===== src/rtl/mult_arb_pkg.sv =====
// Shared types and helpers for the round-robin multiplier arbiter.
// The optional watchdog in mult_arbiter is built with MULT_ARB_TIMEOUT_EN.
package mult_arb_pkg;

  localparam int DEF_N = 8;
  localparam int DEF_R = 4;
  localparam int MAX_R = 32;

  typedef enum logic [1:0] {
    IDLE,
    LAUNCH,
    BUSY,
    DONE
  } state_t;

  // Scan downwards so the closest requester after `last` wins.
  function automatic int rr_next(
    input logic [MAX_R-1:0] req,
    input int               last,
    input int               n = DEF_R
  );
    int idx;
    rr_next = last;
    for (int i = MAX_R; i >= 1; i--) begin
      idx = (last + i) % n;
      if (i <= n && req[idx[4:0]]) rr_next = idx;
    end
  endfunction

endpackage


===== src/rtl/rr_arbiter.sv =====
// Combinational round-robin grant: search starts one past `last`.
// Produces a one-hot grant and the matching index.
module rr_arbiter import mult_arb_pkg::*; #(
  parameter  int R   = DEF_R,
  localparam int IDW = $clog2(R)
) (
  input  logic [R-1:0]   req,
  input  logic [IDW-1:0] last,
  output logic [R-1:0]   grant,
  output logic [IDW-1:0] grant_idx
);

  logic [MAX_R-1:0] req_ext;
  int               idx;

  assign req_ext = MAX_R'(req);

  always_comb begin
    idx              = rr_next(req_ext, int'(last), R);
    grant_idx        = IDW'(idx);
    grant            = '0;
    grant[grant_idx] = |req;
  end

endmodule


===== src/rtl/mult_arbiter.sv =====
// Shares one sequential multiplier among R requesters, round-robin.
// Define MULT_ARB_TIMEOUT_EN to add the BUSY watchdog and err pulse.
module mult_arbiter import mult_arb_pkg::*; #(
  parameter  int N       = DEF_N,
  parameter  int R       = DEF_R,
  parameter  int TIMEOUT = 2 * N + 4,
  localparam int IDW     = $clog2(R)
) (
  input  logic             clock,
  input  logic             reset,
  input  logic [R-1:0]     req,
  input  logic [R*N-1:0]   req_a,
  input  logic [R*N-1:0]   req_b,
  output logic             resp_valid,
  output logic [IDW-1:0]   resp_id,
  output logic [2*N-1:0]   resp_product,
  output logic             busy,
  output logic             err,
  output logic             mult_start,
  output logic [N-1:0]     mult_a,
  output logic [N-1:0]     mult_b,
  input  logic [2*N-1:0]   mult_product,
  input  logic             mult_ready
);

  state_t         state_q;
  state_t         state_d;
  logic [IDW-1:0] cur_id;
  logic [IDW-1:0] last;
  logic [R-1:0]   grant;
  logic [IDW-1:0] grant_idx;
  logic [2*N-1:0] prod_q;
  logic           tmo;
  logic           take;

  rr_arbiter #(
    .R(R)
  ) u_rr (
    .req      (req),
    .last     (last),
    .grant    (grant),
    .grant_idx(grant_idx)
  );

`ifdef MULT_ARB_TIMEOUT_EN
  localparam int CW = $clog2(TIMEOUT + 1);

  logic [CW-1:0] cnt;
  logic          err_q;

  always_ff @(posedge clock or negedge reset) begin
    if (!reset) begin
      cnt   <= '0;
      err_q <= 1'b0;
    end else begin
      if (state_q == LAUNCH) cnt <= '0;
      else if (state_q == BUSY) cnt <= cnt + CW'(1);
      if (state_q == BUSY) err_q <= tmo;
    end
  end

  // Fires on the BUSY edge that would make the count reach TIMEOUT.
  assign tmo = (state_q == BUSY) && !mult_ready &&
               (cnt == CW'(TIMEOUT - 1));
  assign err = (state_q == DONE) && err_q;
`else
  assign tmo = 1'b0;
  assign err = 1'b0;
`endif

  assign take = (state_q == BUSY) && (mult_ready || tmo);

  always_comb begin
    state_d = state_q;
    unique case (1'b1)
      state_q == IDLE:   if (|grant) state_d = LAUNCH;
      state_q == LAUNCH: state_d = BUSY;
      state_q == BUSY:   if (mult_ready || tmo) state_d = DONE;
      state_q == DONE:   state_d = IDLE;
      default:           state_d = IDLE;
    endcase
  end

  always_ff @(posedge clock or negedge reset) begin
    if (!reset) begin
      state_q <= IDLE;
      cur_id  <= '0;
      last    <= IDW'(R - 1);
      mult_a  <= '0;
      mult_b  <= '0;
      prod_q  <= '0;
    end else begin
      state_q <= state_d;
      if (state_q == IDLE && |grant) begin
        cur_id <= grant_idx;
        last   <= grant_idx;
        mult_a <= req_a[grant_idx * N +: N];
        mult_b <= req_b[grant_idx * N +: N];
      end
      if (take) prod_q <= tmo ? '0 : mult_product;
    end
  end

  assign busy         = state_q != IDLE;
  assign mult_start   = state_q == LAUNCH;
  assign resp_valid   = state_q == DONE;
  assign resp_id      = cur_id;
  assign resp_product = prod_q;

endmodule


===== config.mk =====
export PLATFORM = sky130hd
export DESIGN_NAME = mult_arbiter
export DESIGN_NICKNAME = d
export VERILOG_FILES = /design/src/rtl/mult_arb_pkg.sv /design/src/rtl/rr_arbiter.sv /design/src/rtl/mult_arbiter.sv
export SDC_FILE = /design/constraint.sdc
export NUM_CORES = 1
export LEC_CHECK = 0
export ABC_AREA = 1
export ABC_CLOCK_PERIOD_IN_PS = 2200
export CAP_MARGIN = 5
export CORE_ASPECT_RATIO = 0.7
export CORE_MARGIN = 2
export CORE_UTILIZATION = 35
export CTS_CLUSTER_DIAMETER = 150
export DETAILED_ROUTE_END_ITERATION = 6
export PLACE_DENSITY_LB_ADDON = 0.15
export SLEW_MARGIN = 0
export SYNTH_ARGS = -nofsm -noshare
export SYNTH_HDL_FRONTEND = slang
export SYNTH_SLANG_ARGS = --single-unit

===== constraint.sdc =====
create_clock -name clock -period 2.2 [get_ports clock]
set_input_delay 0.33 -clock clock [delete_from_list [all_inputs] [get_ports clock]]
set_output_delay 0.33 -clock clock [all_outputs]
set_load 0.01 [all_outputs]

; ---- Word level (Yosys, flattened, before mapping)
; Cells that the tools add are included.
; Widths: inputs -> output; s select.
[classes]
bitwise = 5
muxes = 17
addsub = 4
n_lt_le_gt_ge = 6
reduce_logical = 12
shift = 2
eq_ne = 5
[ops]
columns = op, n
row1 = $shiftx 32x6->8, 2
row2 = $lt 5x6->1 const B, 4
row3 = $bmux 1 s3, 4
row4 = $mux 2, 6
row5 = $reduce_or 2->1, 4
row6 = $reduce_or 4->1, 2
row7 = $pmux 2 s3, 1
row8 = $mux 1, 5
row9 = $add 2x1->2 const B, 2
row10 = $add 2x2->2 const B, 2
row11 = $and 1x1->1 const A, 4
row12 = $and 4x4->4, 1
row13 = $eq 2x2->1 const B, 2
row14 = $logic_and 1x1->1, 3
row15 = $lt 2x3->1 const B, 1
row16 = $demux 1 s2, 1
row17 = $eq 2x1->1 const B, 1
row18 = $ge 2x1->1 const B, 1
row19 = $logic_not 2->1, 1
row20 = $ne 2x1->1 const B, 1
row21 = $ne 2x2->1 const B, 1
row22 = $reduce_and 2->1, 1
row23 = $reduce_bool 2->1, 1
[word_totals]
regBits = 38
inputBits = 87

; ---- Longest topological paths before layout
[depth]
word_depth = 17
ltp_mapped = 15

; ---- Hierarchy
; A second synthesis with hierarchy kept.
[unflattened]
cells_unflattened = 383
area_unflattened_um2 = 2625.0
[modules_own_cells]
columns = module, instances, area_each_um2, seq_area_each_um2, cells_per_inst
row1 = mult_arbiter, 1, 2372.3, 953.4, 330
row2 = rr_arbiter, 1, 252.7, 0.0, 53

; ---- Worst setup path before layout
; No wires, ideal clock.
[synth_path]
path_kind = register to register
startpoint = reg last[0]
endpoint = reg mult_a[0]
arrival_ps = 1644
n_path_buf = 2
setup_slack_ps = 440
synth_period_minus_slack_ps = 1760
required_ps = 2084
stages_incl_launch_ff = 16
cell_sequence = dfstp_2 buf_6 nand2_2 nand2_2 nand2_2 nand2_1 nand2_4 nand2_4 nand2_8 nand2_8 buf_8 nand2_2 nand3_1 nand2_1 nand2_1 nand2_1
[synth_between]
elab_chain_len = 16
word_cells_on_any_way = 33
cone_classes = add/sub (4) / order compare (2) / shift (1) / mux (14) / bitwise (5) / reduce/logical (7)
[synth_lines]
columns = element, line_no
row1 = start: declaration, mult_arbiter.sv:29  ; logic [IDW-1:0] last;
row2 = start signal: assignment, mult_arbiter.sv:88  ; last <= IDW'(R - 1);
row3 = start signal: assignment, mult_arbiter.sv:96  ; last <= grant_idx;
row4 = $add 2x1->2, mult_arb_pkg.sv:25  ; idx = (last + i) % n;
row5 = $reduce_or 2->1 (no line), --
row6 = $and 1x1->1 (no line), --
row7 = $bmux 1 s3, mult_arb_pkg.sv:26  ; if (i <= n && req[idx[4:0]]) rr_next = idx;
row8 = $mux 1 (implied by the code), mult_arb_pkg.sv:26
row9 = $mux 2 (3 in a row), mult_arb_pkg.sv:26
row10 = $mux 2 (*), mult_arb_pkg.sv:26
row11 = $lt 2x3->1 (implied by the code) or $ge 2x1->1 (tied branches), rr_arbiter.sv:22  ; grant[grant_idx] = |req;
row12 = $logic_and 1x1->1 (implied by the code), rr_arbiter.sv:22
row13 = $mux 1 (implied by the code), rr_arbiter.sv:22
row14 = $demux 1 s2, --
row15 = $and 4x4->4 (no line), --
row16 = $reduce_or 4->1, mult_arbiter.sv:94  ; if (state_q == IDLE && |grant) begin
row17 = $logic_and 1x1->1, mult_arbiter.sv:94
row18 = end signal: assignment, mult_arbiter.sv:97  ; mult_a <= req_a[grant_idx * N +: N];
row19 = end: declaration, mult_arbiter.sv:20  ; output logic [N-1:0] mult_a,
; Every way passes the cells marked *; elsewhere a longest branch is shown, timed or not. The select of a mux whose other input is x is not followed.
; A chain may end at the register's enable or synchronous reset.

; ---- Final worst setup path
[layout_path]
startpoint = reg last[0]
endpoint = reg mult_b[1]
[layout_between]
elab_chain_len = 16
word_cells_on_any_way = 33
cone_classes = add/sub (4) / order compare (2) / shift (1) / mux (14) / bitwise (5) / reduce/logical (7)
[layout_lines]
columns = element, line_no
row1 = $add 2x1->2, mult_arb_pkg.sv:25
row2 = $reduce_or 2->1 (no line), --
row3 = $and 1x1->1 (no line), --
row4 = $bmux 1 s3, mult_arb_pkg.sv:26
row5 = $mux 1 (implied by the code), mult_arb_pkg.sv:26
row6 = $mux 2 (3 in a row), mult_arb_pkg.sv:26
row7 = $mux 2 (*), mult_arb_pkg.sv:26
row8 = $lt 2x3->1 (implied by the code) or $ge 2x1->1 (tied branches), rr_arbiter.sv:22
row9 = $logic_and 1x1->1 (implied by the code), rr_arbiter.sv:22
row10 = $mux 1 (implied by the code), rr_arbiter.sv:22
row11 = $demux 1 s2, --
row12 = $and 4x4->4 (no line), --
row13 = $reduce_or 4->1, mult_arbiter.sv:94
row14 = $logic_and 1x1->1, mult_arbiter.sv:94
row15 = end signal: assignment, mult_arbiter.sv:98  ; mult_b <= req_b[grant_idx * N +: N];
row16 = end: declaration, mult_arbiter.sv:21  ; output logic [N-1:0] mult_b,
; Marked as above.

==> results.md <==
- Headroom to the max-slew limit: approximately two fifths
- Sequential share of the synthesized area: 34.5%
- Synth Area per Inst: 7.54 um^2
- Core ar.: 7770 um^2
- CP Class: reg -> reg
- Finished Cell Area: 4220 um^2
- Final setup TNS: 0 ns
- Final Hold Fails: 0
- Required time of the worst setup path: between 2 and 2.5 ns
- Tot Pwr: around 6600 uW
- Largest net degree at the start of global routing: 39
- Syn Nets: 457
- Clock Skew: 0.00415 ns
- Count of different cell masters after synthesis: 28
- Gr usage total: roughly 18%
- Worst path cell trace: buf_4 > nand2_1 > nand3_1 > nand2_1 > inv_2 > nand2_1 > nand2_1 > nand2_1 > nand2_2 > nand3_1 > nand2_1 > nand2_1 > nand2_1
- Yosys warnings: 0
- DR iter-0 viols: 106
- # H-tree levels: 2
- Die footprint: ~8600 um^2
- Switching Fraction: 45.6%
- Row count: 27
- Cell leakage power: 0.00218 uW
- Initial Utilization: about 36%
- Setup Viol. Count Final: 0
- Register bit total from synthesis: 38
- Min Tclk post-route: 1.99 ns
- Share of cells above drive strength 1: 15.9%
- Sequential Power Share: 19.4%
- Residual DRC: 0
- Inserted Clock Buffers: 5
- Antenna viol nets, final: 0
- Routed wire per std cell: 12.7 um
- CP Capture Type: flip-flop
- Die X: 110 um
- Vias per inst: 4.61
- Fin cells: just under 600
- Hold WC Path Type: in -> async
- Comb pwr share: 70.1%
- Post-Syn Instances: 366
- Final period utilization: 90.6%
- Placer Congestion: approximately 0.92
- Nets: ~580
- Vias: 2,730
- Internal power: 3570 uW
- Area grow syn2layout: 52.7%
- CP max FO: 17
- DRT Wirelength: 7490 um
- Hold WS: 0.164 ns
- First-pass GRT wire length: 11,900 um
- # IOs: 125
- Status: complete, no violations
- Worst vdd ir: around 1000 uV
- Clk pwr share: 10.5%
- Final HPWL DP: 5610 um
- Placed cell count: 580
- TritonCTS clock tree: done
- DRT Pass-1 Iters: 4
- Critical Path AT: 2.21 ns
- Most frequent cell on the critical path: nand2_1
- Post-place instance area: 4040 um^2
- Syn Std Cell Area: 2760 um^2
- Max Cap Viol: 0
- Ant. Diodes: 0
- Max Slew Vio Count: 0
- Clock Pin Slew Worst Setup and Hold Paths: 0.06 ns
- Total gr overflow: 0
- NetSw: around 3000 uW
- CTS root buf: clkbuf_16
- PD cells: 1560 nW/um^2
- Hold buffer count at CTS: 0
- CP startpoint kind: flip-flop
- Number of clock sinks: 38
- Die height: 78.3 um
- Port Buffers: 123
- Delay-heaviest family, CP: simple AND/OR/NAND/NOR gates
- CP max-delay cell: dfstp_2
- Crit path buf inv count: 2
- Clk_lat worst skew: about 0.28 ns
- Initial antenna violation count: 0
- Worst slew pin tran: 0.877 ns
- Vias in the first global route: ~2.6k
- Max incr delay on CP: 0.61 ns
- Max clock buf depth: 2
- Fmax: around 500 MHz
==> through the flow <==
stage	worst slack [ns]	util, %
3_3_place_gp	0.0602	52.0
6_report	0.207	54.3
3_5_place_dp	0.0249	52.0
2_1_floorplan	0.440	-
4_1_cts	0.0162	53.8
5_1_grt	-0.0108	54.3
==> layer usage <==
layer,track usage [%],vias to the layer above,wire length [um],share of wire [%]
met2,28.5,97,3260,44
li1,-,1376,-,-
met3,3.41,6,625,8.3
met5,0,-,0,0
met1,24.0,1251,3540,47
met4,4.25,0,64,0.85
==> cell usage after synthesis <==
master	count	area, um^2
a21oi_1	1	5.00
a22oi_1	1	7.51
buf_4	3	22.5
buf_6	8	90.1
buf_8	1	15.0
clkbuf_1	2	7.51
clkbuf_8	3	41.3
conb_1	1	3.75
dfrtp_1	36	901
dfstp_2	2	52.6
ha_1	4	50.1
inv_1	73	274
inv_2	3	11.3
inv_4	1	6.26
mux2_2	16	180
nand2_1	95	357
nand2_2	18	113
nand2_4	4	45.0
nand2_8	2	40.0
nand3_1	73	365
nand3_2	10	100
nand3_4	1	17.5
nand4_1	1	6.26
nor2_1	1	3.75
o21ai_0	3	15.0
o21ai_2	1	8.76
o21ai_4	1	16.3
o22ai_1	1	6.26
==> cells in the final DEF (no fill, tap or decap), drive strengths merged <==
cell type,Yosys,layout
nand2,119,119
buf,12,12
dfstp,2,2
nand4,1,1
conb,1,1
mux2,16,16
nor2,1,1
clkbuf,5,6
o22ai,1,1
clkdlybuf4s50,0,122
ha,4,4
o21ai,5,5
a21oi,1,1
nand3,84,84
a22oi,1,1
clkinv,0,2
inv,77,77
dfrtp,36,36
==> flip-flops by register name, summed over array words and instances (netlist names) <==
signal	count
last	2
mult_a	8
mult_b	8
resp_product	16
resp_id	2
state_q	2
==> worst paths after layout <==
path,cells past startpoint,end,start,slack (ns)
max in group asynchronous,1,mult_b[0],reset,1.48
worst max-delay path,13,mult_b[1],last[0],0.21
worst min register to register,2,mult_b[0],mult_b[0],0.48
worst max register to register,13,mult_b[1],last[0],0.21
min in group clock,2,mult_b[0],mult_b[0],0.48
worst min-delay path,1,resp_product[7],reset,0.16
==> area by class of cell <==
class,instances,area [um^2]
multi-input cells,234,1350
repair buffers,134,1360
flip-flops and latches,38,953
fillers,764,3550
clock inverters,2,10.0
clock buffers,6,129
well taps,101,126
inverters,77,294
==> logic make-up after synthesis <==
logic type / Yosys count / synth area share (%)
compound gates: 8 / 2.13
fa+ha+maj: 4 / 1.81
buf+inv: 94 / 16.9
flops: 38 / 34.5
mux: 16 / 6.52
other cells: 1 / 0.136
simple gates: 205 / 37.9
==> power by group through the flow <==
stage | sequential [uW] | clock [uW] | combinational (uW)
after floorplan | 1390 | 0 | 3100
after global placement | 1290 | 0 | 4510
after detailed placement | 1300 | 0 | 4560
final | 1270 | 689 | 4600
after global routing | 1320 | 747 | 5090
after CTS | 1290 | 708 | 4580
==> repair_timing <==
| item | 4_1_cts | 5_1_grt |
|---|---|---|
| resized for setup | 0 | 2 |
| endpoints found under the setup margin | 0 | 16 |
| buffers inserted | 0 | 4 |
No activity file was read; power rests on OpenSTA's default activity.
